===== src/rtl/nebula_axi_line_writer_if.sv =====
// AXI4 write-only master bundle (AW/W/B) used by the cache-line write-back engine.
interface nebula_axi_line_writer_if #(
    parameter int unsigned AXI_ADDR_WIDTH = 64,
    parameter int unsigned AXI_ID_WIDTH   = 4
);
    logic [AXI_ID_WIDTH-1:0]   awid;
    logic [AXI_ADDR_WIDTH-1:0] awaddr;
    logic [7:0]                awlen;
    logic [2:0]                awsize;
    logic [1:0]                awburst;
    logic                      awvalid;
    logic                      awready;
    logic [63:0]               wdata;
    logic [7:0]                wstrb;
    logic                      wlast;
    logic                      wvalid;
    logic                      wready;
    logic [AXI_ID_WIDTH-1:0]   bid;
    logic [1:0]                bresp;
    logic                      bvalid;
    logic                      bready;

    modport master (
        output awid, awaddr, awlen, awsize, awburst, awvalid,
        output wdata, wstrb, wlast, wvalid,
        output bready,
        input  awready, wready, bid, bresp, bvalid
    );

    modport slave (
        input  awid, awaddr, awlen, awsize, awburst, awvalid,
        input  wdata, wstrb, wlast, wvalid,
        input  bready,
        output awready, wready, bid, bresp, bvalid
    );
endinterface


===== src/rtl/nebula_axi_line_writer.sv =====
// Write-back engine: one 512-bit line in, one 8-beat 64-bit AXI4 INCR burst out,
// single-cycle ack carrying the write response status.
module nebula_axi_line_writer #(
    parameter int unsigned             PADDR_WIDTH    = 56,
    parameter int unsigned             AXI_ADDR_WIDTH = 64,
    parameter int unsigned             AXI_ID_WIDTH   = 4,
    parameter logic [AXI_ID_WIDTH-1:0] AXI_ID         = '0
) (
    input  logic                   clk,
    input  logic                   rst_n,
    input  logic                   wr_req,
    input  logic [PADDR_WIDTH-1:0] wr_addr,
    input  logic [511:0]           wr_data,
    output logic                   wr_ack,
    output logic                   wr_error,
    output logic                   busy,
    nebula_axi_line_writer_if.master m_axi
);

    typedef enum logic [1:0] {
        ST_IDLE,
        ST_XFER,
        ST_RESP,
        ST_DONE
    } state_t;

    state_t                    state, state_nxt;
    logic [AXI_ADDR_WIDTH-1:0] addr_q;
    logic [511:0]              line_q;
    logic [2:0]                beat_cnt;
    logic                      aw_done;
    logic                      w_done;
    logic                      error_q;

    logic aw_hs, w_hs, b_hs;
    logic aw_complete, w_complete;
    logic awvalid_c, wvalid_c, bready_c, ack_c, busy_c;

    // Ignored inputs: sub-line address bits and the response ID
    logic unused_inputs;
    assign unused_inputs = ^{wr_addr[5:0], m_axi.bid, m_axi.bresp[0]};

    assign aw_hs = awvalid_c & m_axi.awready;
    assign w_hs  = wvalid_c & m_axi.wready;
    assign b_hs  = bready_c & m_axi.bvalid;

    // Both channels may finish in the same cycle, so fold in this cycle's handshakes
    assign aw_complete = aw_done | aw_hs;
    assign w_complete  = w_done | (w_hs & (beat_cnt == 3'd7));

    always_ff @(posedge clk or negedge rst_n) begin
        if (!rst_n) begin
            state <= ST_IDLE;
        end else begin
            state <= state_nxt;
        end
    end

    always_comb begin
        state_nxt = state;
        awvalid_c = 1'b0;
        wvalid_c  = 1'b0;
        bready_c  = 1'b0;
        ack_c     = 1'b0;
        busy_c    = 1'b1;
        case (state)
            ST_IDLE: begin
                busy_c = 1'b0;
                if (wr_req) begin
                    state_nxt = ST_XFER;
                end
            end
            ST_XFER: begin
                awvalid_c = ~aw_done;
                wvalid_c  = ~w_done;
                if (aw_complete && w_complete) begin
                    state_nxt = ST_RESP;
                end
            end
            ST_RESP: begin
                bready_c = 1'b1;
                if (m_axi.bvalid) begin
                    state_nxt = ST_DONE;
                end
            end
            ST_DONE: begin
                ack_c     = 1'b1;
                state_nxt = ST_IDLE;
            end
            default: begin
                state_nxt = ST_IDLE;
            end
        endcase
    end

    always_ff @(posedge clk or negedge rst_n) begin
        if (!rst_n) begin
            addr_q   <= '0;
            line_q   <= '0;
            beat_cnt <= '0;
            aw_done  <= 1'b0;
            w_done   <= 1'b0;
            error_q  <= 1'b0;
        end else begin
            if (state == ST_IDLE && wr_req) begin
                addr_q   <= AXI_ADDR_WIDTH'({wr_addr[PADDR_WIDTH-1:6], 6'b0});
                line_q   <= wr_data;
                beat_cnt <= '0;
                aw_done  <= 1'b0;
                w_done   <= 1'b0;
            end
            if (aw_hs) begin
                aw_done <= 1'b1;
            end
            // Counter wraps to 0 after beat 7, which also clears wlast once W is done
            if (w_hs) begin
                beat_cnt <= beat_cnt + 3'd1;
                if (beat_cnt == 3'd7) begin
                    w_done <= 1'b1;
                end
            end
            if (b_hs) begin
                error_q <= m_axi.bresp[1];
            end
        end
    end

    assign m_axi.awid    = AXI_ID;
    assign m_axi.awaddr  = addr_q;
    assign m_axi.awlen   = 8'd7;
    assign m_axi.awsize  = 3'b011;
    assign m_axi.awburst = 2'b01;
    assign m_axi.awvalid = awvalid_c;
    assign m_axi.wdata   = line_q[{beat_cnt, 6'd0} +: 64];
    assign m_axi.wstrb   = 8'hFF;
    assign m_axi.wlast   = (beat_cnt == 3'd7);
    assign m_axi.wvalid  = wvalid_c;
    assign m_axi.bready  = bready_c;

    assign wr_ack   = ack_c;
    assign wr_error = error_q;
    assign busy     = busy_c;

endmodule

===== src/flat_wrapper.sv =====
// flat-port wrapper written by rule: the top's interface ports become plain ports
module nebula_axi_line_writer_flat 
#(
    parameter int unsigned             PADDR_WIDTH    = 56,
    parameter int unsigned             AXI_ADDR_WIDTH = 64,
    parameter int unsigned             AXI_ID_WIDTH   = 4,
    parameter logic [AXI_ID_WIDTH-1:0] AXI_ID         = '0
)
  (clk, rst_n, wr_req, wr_addr, wr_data, wr_ack, wr_error, busy, m_axi_awid, m_axi_awaddr, m_axi_awlen, m_axi_awsize, m_axi_awburst, m_axi_awvalid, m_axi_wdata, m_axi_wstrb, m_axi_wlast, m_axi_wvalid, m_axi_bready, m_axi_awready, m_axi_wready, m_axi_bid, m_axi_bresp, m_axi_bvalid);
  nebula_axi_line_writer_if #(.AXI_ADDR_WIDTH(AXI_ADDR_WIDTH), .AXI_ID_WIDTH(AXI_ID_WIDTH)) m_axi_i ();
  input  logic clk;
  input  logic rst_n;
  input  logic wr_req;
  input  logic [PADDR_WIDTH-1:0] wr_addr;
  input  logic [511:0] wr_data;
  output logic wr_ack;
  output logic wr_error;
  output logic busy;
  output wire logic [$bits(m_axi_i.awid)-1:0] m_axi_awid;
  output wire logic [$bits(m_axi_i.awaddr)-1:0] m_axi_awaddr;
  output wire logic [$bits(m_axi_i.awlen)-1:0] m_axi_awlen;
  output wire logic [$bits(m_axi_i.awsize)-1:0] m_axi_awsize;
  output wire logic [$bits(m_axi_i.awburst)-1:0] m_axi_awburst;
  output wire logic [$bits(m_axi_i.awvalid)-1:0] m_axi_awvalid;
  output wire logic [$bits(m_axi_i.wdata)-1:0] m_axi_wdata;
  output wire logic [$bits(m_axi_i.wstrb)-1:0] m_axi_wstrb;
  output wire logic [$bits(m_axi_i.wlast)-1:0] m_axi_wlast;
  output wire logic [$bits(m_axi_i.wvalid)-1:0] m_axi_wvalid;
  output wire logic [$bits(m_axi_i.bready)-1:0] m_axi_bready;
  input wire logic [$bits(m_axi_i.awready)-1:0] m_axi_awready;
  input wire logic [$bits(m_axi_i.wready)-1:0] m_axi_wready;
  input wire logic [$bits(m_axi_i.bid)-1:0] m_axi_bid;
  input wire logic [$bits(m_axi_i.bresp)-1:0] m_axi_bresp;
  input wire logic [$bits(m_axi_i.bvalid)-1:0] m_axi_bvalid;
  assign m_axi_awid = m_axi_i.awid;
  assign m_axi_awaddr = m_axi_i.awaddr;
  assign m_axi_awlen = m_axi_i.awlen;
  assign m_axi_awsize = m_axi_i.awsize;
  assign m_axi_awburst = m_axi_i.awburst;
  assign m_axi_awvalid = m_axi_i.awvalid;
  assign m_axi_wdata = m_axi_i.wdata;
  assign m_axi_wstrb = m_axi_i.wstrb;
  assign m_axi_wlast = m_axi_i.wlast;
  assign m_axi_wvalid = m_axi_i.wvalid;
  assign m_axi_bready = m_axi_i.bready;
  assign m_axi_i.awready = m_axi_awready;
  assign m_axi_i.wready = m_axi_wready;
  assign m_axi_i.bid = m_axi_bid;
  assign m_axi_i.bresp = m_axi_bresp;
  assign m_axi_i.bvalid = m_axi_bvalid;
  nebula_axi_line_writer #(.PADDR_WIDTH(PADDR_WIDTH), .AXI_ADDR_WIDTH(AXI_ADDR_WIDTH), .AXI_ID_WIDTH(AXI_ID_WIDTH), .AXI_ID(AXI_ID)) u_core (.clk(clk), .rst_n(rst_n), .wr_req(wr_req), .wr_addr(wr_addr), .wr_data(wr_data), .wr_ack(wr_ack), .wr_error(wr_error), .busy(busy), .m_axi(m_axi_i));
endmodule

===== config.mk =====
export PLATFORM = sky130hd
export DESIGN_NAME = nebula_axi_line_writer_flat
export DESIGN_NICKNAME = d
export VERILOG_FILES = /design/src/rtl/nebula_axi_line_writer_if.sv /design/src/rtl/nebula_axi_line_writer.sv /design/src/flat_wrapper.sv
export SDC_FILE = /design/constraint.sdc
export NUM_CORES = 1
export LEC_CHECK = 0
export ABC_AREA = 0
export ABC_CLOCK_PERIOD_IN_PS = 1900
export CAP_MARGIN = 5
export CORE_AREA = 5 5 288 290
export DETAILED_ROUTE_END_ITERATION = 8
export DIE_AREA = 0 0 293 295
export HOLD_SLACK_MARGIN = 0.12
export SLEW_MARGIN = 30
export SYNTH_ARGS = -nofsm -noshare
export SYNTH_HDL_FRONTEND = slang
export SYNTH_SLANG_ARGS = --single-unit

===== constraint.sdc =====
create_clock -name clk -period 1.9 [get_ports clk]
set_input_delay 0.38 -clock clk [delete_from_list [all_inputs] [get_ports clk]]
set_output_delay 0.38 -clock clk [all_outputs]
set_load 0.01 [all_outputs]

# Yosys cells after proc, flatten, opt, wreduce, memory -nomap -nowiden
# Index checks and enable logic that the tools add are counted.
# W data, S select, Z words.
# op_classes
magnitude_cmp	0
addsub	1
bitwise	8
shifts	1
n_reduce_logical	6
n_mul	0
n_div	0
mux	16
n_eq_ne	7
# op_table
operator	count
$shiftx A512 B10 Y64	1
$mux W1	10
$pmux W2 S4	1
$mux W2	3
$mux W3	2
$and A1 B1 Y1	4
$eq A2 B2 Y1 const B	2
$ne A2 B2 Y1 const B	2
$reduce_bool A2 Y1	2
$add A3 B1 Y3 const B	1
$eq A3 B3 Y1 const B	1
$reduce_and A3 Y1	1
$eq A2 B1 Y1 const B	1
$logic_and A1 B1 Y1	2
$logic_not A2 Y1	1
$ne A2 B1 Y1 const B	1
$not A1 Y1	2
$or A1 B1 Y1	2
# totals
out_inout_bits	160
in_bits	580
latchBits	0
ramBits	0
n_memories	0
rom_bits	0
elab_cells	46
regBits	570

# Logic depth before layout (Yosys ltp)
# Gate-level depths: netlist (run 1).
# depth
word_depth	8
depth_mapped	7
depth_no_buf	6

# Least setup slack after synthesis (run 1)
# No wires, ideal clock.
# synth_path
kind	reg-to-output
startpoint	reg u_core.beat_cnt[0]
endpoint	out m_axi_wdata[0]
path_buffers	3
arrival_time_ns	1.605
stages_incl_launch_ff	6
path_slack_ns	-0.085
cell_sequence	dfrtp_1 clkbuf_1 buf_6 buf_6 mux4_2 mux2_2
# synth_via
elab_chain_len	1
# synth_rtl
item	line_no	text
from (decl)	nebula_axi_line_writer.sv:30	logic [2:0] beat_cnt;
from (signal assigned)	nebula_axi_line_writer.sv:117	beat_cnt <= beat_cnt + 3'd1;
$shiftx A512 B10 Y64	nebula_axi_line_writer.sv:134	assign m_axi.wdata = line_q[{beat_cnt, 6'd0} +: 64];
to (decl)	flat_wrapper.sv:25	output wire logic [$bits(m_axi_i.wdata)-1:0] m_axi_wdata;
# Every way passes these cells.

# Worst setup path in the final report (run 1)
# layout_path
startpoint	reg u_core.beat_cnt[0]
endpoint	out m_axi_wdata[36]
# Same word-level chain as after synthesis.

==> results of run 1 <==
logic make-up after synthesis:
logic type | after synthesis | synth area share
mux | 756 | 0.394
fa+ha+maj | 7 | 0.00347
flops | 570 | 0.564
compound gates | 5 | 0.00163
simple gates | 17 | 0.00312
buf+inv | 142 | 0.0330
other cells | 2 | 0.000297
flip-flops by register name, indices dropped and copies added, names as in the netlist:
register and count:
u_core.beat_cnt 3, u_core.m_axi.awaddr 50, u_core.state 2, u_core.w_done 1
u_core.wr_error 1, u_core.line_q 512, u_core.aw_done 1
final timing paths:
kind | to | slack, ns | from | cells past startpoint
setup / recovery | m_axi_wdata[36] | -0.95 | u_core.beat_cnt[0] | 6
hold / removal | u_core.line_q[203] | 0.30 | rst_n | 2
setup reg to reg | u_core.state[1] | -0.27 | u_core.beat_cnt[0] | 11
hold reg to reg | u_core.m_axi.awaddr[47] | 0.50 | u_core.m_axi.awaddr[47] | 1
max in group asynchronous | u_core.line_q[361] | 0.78 | rst_n | 3
min in group clk | u_core.line_q[20] | 0.40 | wr_data[20] | 2
layer usage:
metal,vias to the layer above,part of all wire,global-route usage
li1,7256,-,-
met1,8520,0.39,0.223
met4,24,0.016,0.0485
met2,496,0.51,0.316
met3,101,0.080,0.0603
met5,-,0.0019,0
power by group through the flow:
| stage | registers [uW] | clock network [uW] | logic [uW] |
|---|---|---|---|
| 2_1_floorplan | 20700 | 0 | 16600 |
| 3_3_place_gp | 22100 | 0 | 26100 |
| 3_5_place_dp | 22300 | 0 | 26600 |
| 4_1_cts | 22100 | 14200 | 29100 |
| 5_1_grt | 22800 | 14700 | 30800 |
| 6_report | 22100 | 13800 | 28800 |
layout by cell type (no fill, tap or decap), types with 2 or more instances in the layout:
master and instances:
dfrtp_1 566, nor2b_4 2, inv_2 2, conb_1 39, dfrtp_4 3, clkinv_8 3
diode_2 21, clkbuf_8 13, dlygate4sd2_1 51, bufinv_16 9, inv_6 4, clkbuf_1 14
nand3_1 5, buf_16 11, buf_12 44, buf_4 114, mux2_2 564, buf_6 98
buf_8 11, ha_4 5, clkdlybuf4s50_1 567, mux2_4 64, nand2_1 4, clkinvlp_4 2
clkbuf_16 70, nand2_4 3, mux4_2 128, clkinv_2 7
area by class of cell:
type / count / area share
Tap cell: 1060 / 0.0348
Sequential cell: 570 / 0.374
Timing Repair Buffer: 897 / 0.247
Clock buffer: 97 / 0.0520
Inverter: 4 / 0.000525
Multi-Input combinational cell: 824 / 0.279
Antenna cell: 21 / 0.00138
Clock inverter: 24 / 0.0104
metrics by stage:
step,setup slack [ns],std cells,instance area [um^2],util
2_1_floorplan,-0.0423,1536,25700,-
3_3_place_gp,-0.681,3295,34600,0.432
3_5_place_dp,-0.689,3295,34600,0.432
4_1_cts,-1.09,3470,38000,0.475
5_1_grt,-1.05,3485,38100,0.476
6_report,-0.949,3497,38200,0.477
repair_timing:
item	CTS	global route
pin swaps	2	3
hold buffers	1	0
resized for setup	495	35
setup buffers	46	12
hold endpoints to repair	393	0
setup endpoints to repair	122	71
gates cloned	9	0
==> results summary, run 1 <==
The flow ran to the end, but the final reports show violations. The final reports fail on setup timing. Clock-pin slew was measured on the worst setup and hold paths at approximately 0.06 ns. The average detailed-routed wire length per instance is approximately 23 um. The maximum number of pins on one net before global-route repair came out at 78. In the synthesized netlist the dominant register cell turns out to be dfrtp_1.

Of all nets on the critical path, the largest fanout is 7. The clock tree synthesis step divided the H-tree into 3 levels. The worst-case clock buffer depth is 3. The number of global-route vias before repair came to roughly 19000. For this design the static power due to leakage is about 0.016 uW. Of the cells placed in the final design, the portion with a size suffix greater than 1 is 0.480. The internal power component came out at 45900 uW. The startpoint type of the worst setup path is a flip-flop. The post-synthesis average cell area came out at between 15 and 20 um^2.

The count of yosys warnings during synthesis is 0. The number of max-capacitance violations reported is 0. The number of violations reported at the end of detailed-routing iteration 0 came out at between 400 and 500. In this run the power spent charging and discharging nets is about 19000 uW. The final hold slack came out at 0.299 ns. The die width is 293 um. The delay contributed by the slowest stage of the critical path is 0.49 ns. The number of max-slew violations in the final report came to 0. The number of standard cells after synthesis is between 1000 and 1500.

Summed over all failing endpoints, the final setup total negative slack is -57.39 ns. The time the worst path needs with I/O delays and setup came out at approximately 2.8 ns. The final layout net count came out at 2952.

Of the post-synthesis cell area, the dominant cell type holds 0.564. The proportion of power drawn by the clock network is 0.213. The global routing usage summed across all routing layers came out at 0.183. The number of hold violations in the final report is 0. The post-synthesis cell type with the largest combined area is dfrtp_1. The full die area is between 0.08 and 0.09 mm^2.

The number of clock buffers inserted by TritonCTS is between 60 and 70. The core footprint came out at roughly 0.080 mm^2. The cell chosen for the clock root is clkbuf_16. The number of I/O pins came out at between 700 and 800. The area of all sequential standard cells came out at 0.0143 mm^2. Setup repair after global routing could not meet its margin everywhere. Counting flops with a built-in enable in the synthesized netlist gives 0. The total DRC errors in the routed layout is 0. The clock tree from TritonCTS is yes. The floorplan die height is roughly 300 um.

The fraction of the cycle the final worst path needs is 1.50. In the final layout, the multi-input gates occupy ~0.011 mm^2. Counting both buffers and inverters, the worst setup path holds a total of 4.

The commonest cells after synthesis are 628 x mux2_2, 570 x dfrtp_1, 128 x mux4_2, 58 x buf_2, 39 x buf_4. The cell type group with the largest total delay on the critical path is multiplexers. The final wirelength came out at just over 80000 um. The number of filler instances in the final layout came out at between 6000 and 7000. Of the total power, registers draw 0.342. The signed area change from the synthesized netlist to the final layout is 51.0%.

The power per unit of standard cell area is ~1700 mW/mm^2. STA classifies the critical path endpoint as a primary output. The wire length of the first global-routing pass came out at roughly 120000 um. The number of antenna violations at the first check in global routing is 36.

In this run, distinct cell masters in the synthesized netlist total 21. The share of total power in combinational logic is 0.446. In this run the remaining antenna-violating nets after routing total 0. For this run, the register share of the synthesized area comes to 0.564. The floorplan has approximately 100 rows.

For the worst setup path, the data required time is ~1.5 ns. The clock drives 570 sinks. Buffers placed on the I/O ports in this run total 689. The minimum setup slack in the final design is -0.949 ns. The maximum clock frequency is ~0.35 GHz. The completed layout was analyzed and its total power is 64700 uW. The data arrival time of the critical path came out at around 2.5 ns. The global route total overflow is 0. The insertion delay of the later-clocked pin in the worst-skew pair is just under 0.6 ns. The weighted congestion reported at the end of routability-driven placement came out at approximately 0.83.

The peak supply drop came out at around 1.0 mV. The share of async-settable or async-resettable flops after synthesis is 1.00. Walking the worst path, the cells encountered are buf_12 -> buf_16 -> buf_8 -> mux4_2 -> mux2_4 -> buf_6. The effective utilization at floorplan is 0.316. The detailed placer's ending HPWL came out at between 60000 and 70000 um.

The fraction of power spent switching nets came out at 0.290. The synthesized netlist occupies a cell area of ~0.025 mm^2. The synthesized flop and latch total is 570.

After synthesis, the cell types taking the most area are dfrtp_1 56%, mux2_2 28%, mux4_2 11%. The startpoint-to-endpoint class of the critical path is flip-flop to primary output. The library cell with the highest instance count after synthesis is mux2_2. The largest clock skew in the final design is about 0.023 ns.

In this run the worst hold path is classified as primary input to async pin. The routed layout has between 15000 and 20000 vias. The number of vias per cell after detailed routing came out at approximately 4.7.

The first-pass iteration count of the detailed router came out at 4. The number of failing setup endpoints in the final timing report came out at 70. The largest individual stage delay along the critical path comes from the cell dfrtp_4.
No activity file was read; power rests on OpenSTA's default activity.
==> run 2: changes to the inputs <==
--- a/config.mk
+++ b/config.mk
@@ -11,6 +11,7 @@
 export CORE_AREA = 5 5 288 290
 export DETAILED_ROUTE_END_ITERATION = 8
 export DIE_AREA = 0 0 293 295
+export GPL_TIMING_DRIVEN = 0
 export HOLD_SLACK_MARGIN = 0.12
 export SLEW_MARGIN = 30
 export SYNTH_ARGS = -nofsm -noshare
==> run 2 against run 1 <==
Compared with the run above: the flow still finishes with violations (setup timing); via count up 2.8%; critical endpoint is now m_axi_wdata[32]; global-route usage up 2.2 points; combinational power up 5%; critical path type unchanged; cell area up 1.1%.
==> results summary, run 2 (synthesized netlist as in run 1, its figures left out) <==
TritonCTS built the clock tree. For the worst flop-to-flop path, the logic depth is 8. The insertion delay of the later-clocked pin in the worst-skew pair came out at ~0.6 ns. The maximum fanout along the worst path came out at 6.

The finished layout holds 3533 standard cells, fillers aside. Of the total power, combinational logic draws 0.462. For this run, design rule violations remaining after detail routing come to 0.

The pre-antenna-repair detailed-routing pass consisted of 4 iterations. Prior to clock tree synthesis, the placed netlist has a worst setup slack of -1.41 ns. In this run the core area contains 104 standard-cell rows. The depth of the worst hold-timing path came out at 2. The weighted congestion reported at the end of routability-driven placement came out at between 0.8 and 0.9. The global routing usage summed across all routing layers came out at 0.206. The fraction of the cycle the final worst path needs is 1.55. In this run the static leakage power is approximately 0.016 uW. The routed via count is between 15000 and 20000. The endpoint identified for the worst register-to-register timing path is u_core.line_q[406]. The total of buffers placed on input and output ports came out at between 600 and 700. The overall power of the completed layout came out at roughly 65000 uW. The effective utilization at floorplan is 0.316. The run finished, with violations left. STA puts the critical path data arrival time at 2.56 ns. The number of vias per cell after detailed routing came out at roughly 4.8. The number of filler instances in the final layout came out at between 6000 and 7000. The worst path required time is between 1.5 and 2 ns. The number of max-capacitance violations reported came out at 0.

The final layout net count is ~3000. The post-detailed-route count of antenna-violating nets came out at 0. The floorplan die height came out at approximately 300 um. After detailed routing, the average wire length per cell comes to 26.3 um. Setup repair after global routing could not meet its margin everywhere. The worst register-to-register path begins at u_core.state[1].

The power per unit of standard cell area came out at approximately 1700 mW/mm^2. The flop-to-flop setup slack came out at approximately 0.020 ns. CTS placed an instance of clkbuf_16 at the clock tree root.

For this run the aggregate overflow at the end of global routing stands at 0. In the final layout, the share of cells above drive strength 1 is 0.485. The routed length on met3 came out at 7690 um. The met1 wire length came out at between 30000 and 40000 um. The endpoint kind of the worst setup timing path is a primary output.

The clock transition time at the flip-flop clock pins of the worst setup and hold paths is around 0.06 ns. Of the total power, the clock network draws 0.205. The number of levels the H-tree was split into came out at 3. The core footprint came out at ~0.08 mm^2. The startpoint identified for the worst hold timing path is wr_data[276]. The final wirelength came out at 93000 um. The first global-routing pass estimated 131000 um of wire.

The signed area change from the synthesized netlist to the final layout came out at 52.7%. The largest clock skew in the final design came out at roughly 0.015 ns. In this run the top signal layer used is met5. The length of routed met2 wiring is 46400 um. The fraction of power spent switching nets came out at 0.305. The reported net switching power came out at 19800 uW. The number of flip-flops under the largest register name is 512. The peak supply drop came out at around 0.77 mV.

The number of clock sinks seen by CTS is 570. Of the total power, registers draw 0.333. The time the worst path needs with I/O delays and setup is ~2.9 ns. Across all hold checks on the routed design, the worst slack comes to approximately 0.37 ns. Tracing the worst setup path back leads to its startpoint at u_core.beat_cnt[0]. Cell internal power was estimated by the tool at roughly 45000 uW. The number of violations reported at the end of detailed-routing iteration 0 came out at a little under 600. The final reports fail on setup timing. The number of placed instances with taps included came out at approximately 3300.

Derived from the worst setup path, the maximum achievable clock frequency is 0.340 GHz. Setup violations remaining at the end of the flow were counted as 277. The register with the most flip-flops in the final layout is u_core.line_q. The number of antenna violations at the first check in global routing came out at 35. Entering global routing, the biggest net connects just under 90 pins. The number of hold violations in the final report came to 0. The detailed placer's ending HPWL is slightly below 70000 um.

The worst setup path is launched from a flip-flop. The number of I/O pins is 740. The worst hold path terminates at u_core.line_q[276]. Measured along the x axis, the die boundary spans between 200 and 300 um. No sink is reached through more buffers than the 3 on the longest clock path. The number of max-slew violations in the final report was 0. The critical path is of the flip-flop to primary output type.

The path class of the tightest hold or removal check is primary input to flip-flop. The number of clock buffers inserted by TritonCTS came out at between 60 and 70. The library cell used most frequently in the layout, excluding fill and tap cells, is dfrtp_1. The number of global-route vias before repair was about 19000. The full die area came out at between 0.08 and 0.09 mm^2. The minimum setup slack in the final design is -1.04 ns. The top cell types in the final layout, fill and taps aside, are 570 x dfrtp_1, 568 x clkdlybuf4s50_1, 554 x mux2_2.
run 2: power groups by stage:
stage	clock, uW	combinational (uW)	sequential (uW)
2_1_floorplan	0	16600	20700
3_3_place_gp	0	26200	21600
3_5_place_dp	0	26800	21800
4_1_cts	13700	29500	21600
5_1_grt	14200	32000	22300
6_report	13400	30100	21700
run 2: timing repair:
item	4_1_cts	5_1_grt
pin swaps	1	3
endpoints found under the setup margin	690	635
endpoints found under the hold margin	101	101
gates cloned	3	9
resized for setup	601	126
buffers inserted	66	25
hold buffers	5	1
run 2: area by class of cell:
class,instances,area [um^2],share of cell area
diodes,21,52.6,0.00136
inverters,4,22.5,0.000584
plain buffers,137,1500,0.0389
clock buffers,99,2000,0.0519
multi-input cells,825,10700,0.278
well taps,1060,1330,0.0344
clock inverters,20,284,0.00736
flip-flops and latches,570,14300,0.370
repair buffers,797,8420,0.218
run 2: routing by layer:
metal / up-vias / GRT usage
met5: - / 0
li1: 7340 / -
met3: 157 / 0.0700
met4: 24 / 0.0610
met1: 8792 / 0.247
met2: 545 / 0.353
run 2: worst max path at each step:
stage | to | slack, ns | cells after the start
floorplan | m_axi_wdata[21] | -0.04 | 5
global placement | u_core.line_q[106] | -25.13 | 1
detailed placement | m_axi_wdata[32] | -1.41 | 5
CTS | m_axi_wdata[33] | -1.16 | 7
global route | m_axi_wdata[33] | -1.14 | 7
finish | m_axi_wdata[32] | -1.04 | 7
run 2: metrics by stage:
stage               area (um^2)  utilization  setup TNS (ns)
floorplan                 25700            -           -2.34
global placement          33900        0.424               -
detailed placement        34100        0.426         -561.06
CTS                       37800        0.473         -164.87
global route              38600        0.482         -158.29
finish                    38600        0.482         -103.25
run 2: critical path, stage by stage (launching register included):
cell     delay [ns]
dfrtp_1        0.37
buf_8          0.16
buf_16         0.18
buf_16         0.15
buf_12         0.11
mux4_2         0.56
mux2_4         0.29
buf_6          0.13
==> run 3: changes to the inputs <==
--- a/config.mk
+++ b/config.mk
@@ -7,13 +7,13 @@
 export LEC_CHECK = 0
 export ABC_AREA = 0
 export ABC_CLOCK_PERIOD_IN_PS = 1900
-export CAP_MARGIN = 5
-export CORE_AREA = 5 5 288 290
+export CAP_MARGIN = 20
+export CORE_AREA = 5 5 281 283
+export CTS_BUF_LIST = sky130_fd_sc_hd__clkbuf_8
 export DETAILED_ROUTE_END_ITERATION = 8
-export DIE_AREA = 0 0 293 295
+export DIE_AREA = 0 0 286 288
 export GPL_TIMING_DRIVEN = 0
 export HOLD_SLACK_MARGIN = 0.12
-export SLEW_MARGIN = 30
 export SYNTH_ARGS = -nofsm -noshare
 export SYNTH_HDL_FRONTEND = slang
 export SYNTH_SLANG_ARGS = --single-unit
==> run 3 against run 2 <==
Compared with the run above: the run still ends with setup timing left; power grew 4.1%; setup slack lost 0.079 ns; wire length increased by 5.3%; highest routed layer unchanged; first-iteration DRC count up 3.9%; clock skew increased by 0.017 ns; critical endpoint unchanged; maximum frequency decreased by 2.6%; non-clock buffer count is 21 higher; clock power fell by 10%; cell area rose by 4.5%.
==> results summary, run 3 (synthesized netlist as in run 1, its figures left out) <==
The flow ran to the end, but the final reports show violations. The final reports fail on setup timing. In the layout the commonest cells are 570 x dfrtp_1, 567 x clkdlybuf4s50_1, 324 x mux2_2. Cell internal power was estimated by the tool at roughly 47000 uW. The combined area of the multi-input logic cells is 0.0115 mm^2. The setup slack at placement came out at -1.58 ns. The initial utilization of the core area, before any placement, comes to 0.331. The startpoint-to-endpoint class of the critical path is flip-flop to primary output. Port buffering added between 600 and 700 buffers.

Leaving out fill and tap cells, the most frequent cell in the layout is dfrtp_1. On the critical path the largest part of the delay comes from multiplexers. Of the cells placed in the final design, the portion with a size suffix greater than 1 is 0.496. The worst setup path is launched from a flip-flop. The global route total overflow came out at 0. The overall power of the completed layout is roughly 68000 uW. The minimum setup slack in the final design came out at -1.12 ns. The reported net switching power came out at approximately 21000 uW. The most common cell type on the critical path is buf_12. The routed via count came out at 17300. The pin slew with the least headroom to its limit is between 1 and 1.5 ns. The number of hold violations in the final report came out at 0. The capture instance of the worst register-to-register path is u_core.line_q[206].

The final layout net count is between 3000 and 4000. The number of max-slew violations in the final report came out at 0. In the global route stage, overall resource usage came out at 0.214.

The worst-case clock buffer depth is 3. After clock tree synthesis, the clock-pin slew on the worst setup and hold paths is roughly 0.06 ns. The fraction of power spent switching nets is 0.307. The cell chosen for the clock root is clkbuf_8. The maximum fanout along the worst path came out at 6.

The launching point of the worst reg2reg path is u_core.state[1]. Once detailed placement completed, the half-perimeter wirelength came to 67300 um. For this run, the slowest stage of the critical path takes 0.56 ns. At the later pin of the worst-skew pair, clock insertion delay measures slightly below 0.7 ns.

The count of buffer and inverter cells on the critical path is 5. The largest clock skew in the final design came out at ~0.033 ns. The maximum number of pins on one net before global-route repair came out at about 120. The site row count is 102. The die width is 286 um. TritonCTS built the clock tree. The first detailed-routing pass ran for 4 iterations.

The finished cells cover just over 0.04 mm^2. The number of vias per cell after detailed routing came out at approximately 4.9. The register with the most flip-flops in the layout has slightly above 500 of them. IR analysis of the VDD net gives a maximum drop of roughly 0.85 mV. The number of global-route vias before repair is roughly 19000.

The number of violations reported at the end of detailed-routing iteration 0 came out at ~620. The count of cells along the worst register-to-register path came out at 10. The signed area change from the synthesized netlist to the final layout is 59.5%. After detailed placement, the total cell area comes to ~0.034 mm^2.

The time the worst path needs with I/O delays and setup is just over 3 ns. The worst path required time came out at roughly 1.5 ns. Power spread over the standard cell area amounts to 1680 mW/mm^2. The average detailed-routed wire length per instance came out at roughly 28 um. The full die area is a little over 0.08 mm^2. The number of I/O pins came out at 740.

The wire length of the first global-routing pass is 130000 um. The relative slew slack came out at 0.289. The number of antenna violations at the first check in global routing was 36.

After detailed routing, the number of remaining DRC violations is 0. The weighted congestion reported at the end of routability-driven placement is 0.854. The share of total power dissipated in the clock network is 0.178. The final hold slack came out at ~0.21 ns. STA classifies the critical path endpoint as a primary output. Setup repair after global routing could not meet its margin everywhere. The tightest min-delay check is of the primary input to async pin type. The floorplan step defined a core boundary enclosing 0.0764 mm^2. The H-tree was split into 3 levels. The maximum clock frequency is roughly 0.33 GHz. The die is between 200 and 300 um tall.

Max-cap violations in this run came to 0. The portion of total power attributed to sequential cells is 0.322. The final wirelength came out at ~100000 um. Of the total power, combinational logic draws 0.500. The slowest stage of the critical path belongs to the cell mux4_2. The number of failing setup endpoints in the final timing report is approximately 240. Dividing the final minimum period by the clock period gives 1.59. The count of nets left with antenna violations once routing finished came out at 0. The area of all sequential standard cells is around 0.014 mm^2. The most critical setup path has its startpoint at u_core.beat_cnt[0].

The register ranked first by flip-flop count is u_core.line_q. The number of clock buffers inserted by TritonCTS came out at 103. The final total negative setup slack came out at -74.61 ns. The number of clock sinks seen by CTS is between 500 and 600. The data arrival time of the critical path came out at between 2 and 3 ns. The cell leakage power came out at about 0.018 uW.

The critical path goes through buf_8 -> buf_16 -> buf_12 -> buf_12 -> mux4_2 -> mux2_4 -> buf_6. The number of filler instances in the final layout is between 6000 and 7000. The flop-to-flop setup slack came out at -0.10 ns.
-- run 3: area by class of cell --
cell class / count / share of cell area
sequential: 570 / 0.354
multi-input combinational: 824 / 0.286
timing repair buffer: 822 / 0.231
clock buffer: 141 / 0.0481
buffer: 133 / 0.0426
tap: 988 / 0.0307
clock inverter: 42 / 0.00577
antenna: 17 / 0.00106
inverter: 4 / 0.000497
-- run 3: power groups by stage --
stage               logic (uW)  clock network [uW]  registers [uW]
floorplan                16600                   0           20700
global placement         26100                   0           21600
detailed placement       26600                   0           21800
CTS                      29700               12300           21600
global route             35700               12900           22500
finish                   33900               12000           21900
-- run 3: worst max path at each step --
stage               slack [ns]  depth (start not counted)                  to
CTS                      -1.24                          8      m_axi_wdata[7]
global route             -1.25                          7     m_axi_wdata[32]
detailed placement       -1.58                          4     m_axi_wdata[63]
floorplan                -0.04                          5     m_axi_wdata[21]
finish                   -1.12                          7     m_axi_wdata[32]
global placement        -25.28                          1  u_core.line_q[168]
-- run 3: through the flow --
step                       util  instances
final                     0.527       3541
after global routing      0.527       3530
after CTS                 0.493       3468
after detailed placement  0.445       3220
after global placement    0.442       3213
after floorplan               -       1536
-- run 3: timing repair --
item,4_1_cts,5_1_grt
pin swaps,3,3
resized for setup,668,397
buffers inserted,59,23
hold buffers,1,0
setup endpoints to repair,690,761
cloned,7,44
endpoints found under the hold margin,240,0
-- run 3: worst reg2reg max path: cells and delay by family (launching register included) --
kind | cells | cell delay [ns]
buf+inv | 7 | 0.92
simple gates | 1 | 0.09
flops | 1 | 0.39
fa+ha+maj | 1 | 0.16
mux | 1 | 0.33
-- run 3: routing by layer --
metal | vias to the layer above | global-route usage | wire, um
met5 | - | 0 | 270
met4 | 40 | 0.0413 | 1730
met3 | 139 | 0.0784 | 7600
met2 | 558 | 0.368 | 49100
met1 | 9156 | 0.261 | 39300
li1 | 7451 | - | -
==> edit (flow settings as in run 1) <==
`PADDR_WIDTH` is set to 56 in 2 places; all go to 60.
--- a/src/rtl/nebula_axi_line_writer.sv
+++ b/src/rtl/nebula_axi_line_writer.sv
@@ -3,3 +3,3 @@
 module nebula_axi_line_writer #(
-    parameter int unsigned             PADDR_WIDTH    = 56,
+    parameter int unsigned             PADDR_WIDTH    = 60,
     parameter int unsigned             AXI_ADDR_WIDTH = 64,
--- a/src/flat_wrapper.sv
+++ b/src/flat_wrapper.sv
@@ -3,3 +3,3 @@
 #(
-    parameter int unsigned             PADDR_WIDTH    = 56,
+    parameter int unsigned             PADDR_WIDTH    = 60,
     parameter int unsigned             AXI_ADDR_WIDTH = 64,
Interface: changed (resized wr_addr); port bits go from 740 to 744. The function was not compared with the original's and may differ.
==> edit against run 1 <==
The run still ends with setup timing left; combinational power is essentially flat; cell area shrank 1.1%; setup slack gained 0.020 ns; sequential cell count grew 4; total power shrank 0.66%; area after synthesis grew 0.49%; global-route usage is essentially flat; core utilization shrank 0.50 points; first-iteration DRC count grew 24%; routed wire length grew 0.22%; highest routed layer unchanged.
==> edit: results (changes against run 1) <==
first-pass GRT wire length 120000 um (-0.40%); storage element area 14400 um2 (+0.69%); failing checks setup timing; clk_skew 0.0141 ns (-0.00866 ns); final layout net count 2920 (-1.1%); synth unique cells 22 (+4.8%); met3 GRT Util 4.41% (-1.6 points); post-synthesis sequential area ratio 56.6% (+0.12 points); setup ws final -0.929 ns (+0.0203 ns); Adder-Cell Fraction of Synth Area 0.345% (-0.0017 points); r2r setup slk -0.17 ns (+0.10 ns); DR WL/cell 23.6 um (+1.3%); Sw Ratio 29.5% (+0.48 points); CP Max Fanout 8 (+1); GRT met1 Usage 22.1% (-0.14 points); fraction of area in multi-input gates 28.3% (+0.38 points); Max stage delay cell, worst path mux4_2; inverters 3 (-1); outcome finished, violations left; endpoints failing setup 69 (-1.4%); Data buffer area share 23.9% (-0.86 points); wire length on met2 42800 um (+2.3%); DR iter-0 viols 611 (+24%); TritonCTS Buffers 69 (+1.5%); CP arrival 2.45 ns (-0.02 ns); CP peak stage delay 0.51 ns (+0.02 ns); maximum VDD drop 1.02 mV (+1.7%); top post-synthesis cells by area dfrtp_1, mux2_2, mux4_2, buf_2, buf_4
[edit: cell types whose count changed in the layout (fill, tap and decap cells not counted), sizes merged, moves of 3 or more]
cell	run 1	this run
mux2	628	632
clkdlybuf4s50	567	571
dfrtp	570	574
conb	39	35
bufinv	9	6
clkinv	10	15
buf	278	230
dlymetal6s2s	0	3
[edit: power groups by stage]
stage / logic [mW] / clock network (mW) / registers, mW
finish: 28.7 / 13.3 / 22.2
global route: 30.7 / 14.2 / 22.9
CTS: 29.1 / 13.8 / 22.2
detailed placement: 27.5 / 0 / 22.4
global placement: 27.0 / 0 / 22.2
floorplan: 17.1 / 0 / 20.9
[edit: timing repair]
action,4_1_cts,5_1_grt
pin swaps,1,1
setup buffers,26,10
gates resized for setup,491,31
gates cloned,5,0
hold buffers,1,0
hold endpoints to repair,285,0
endpoints found under the setup margin,124,74
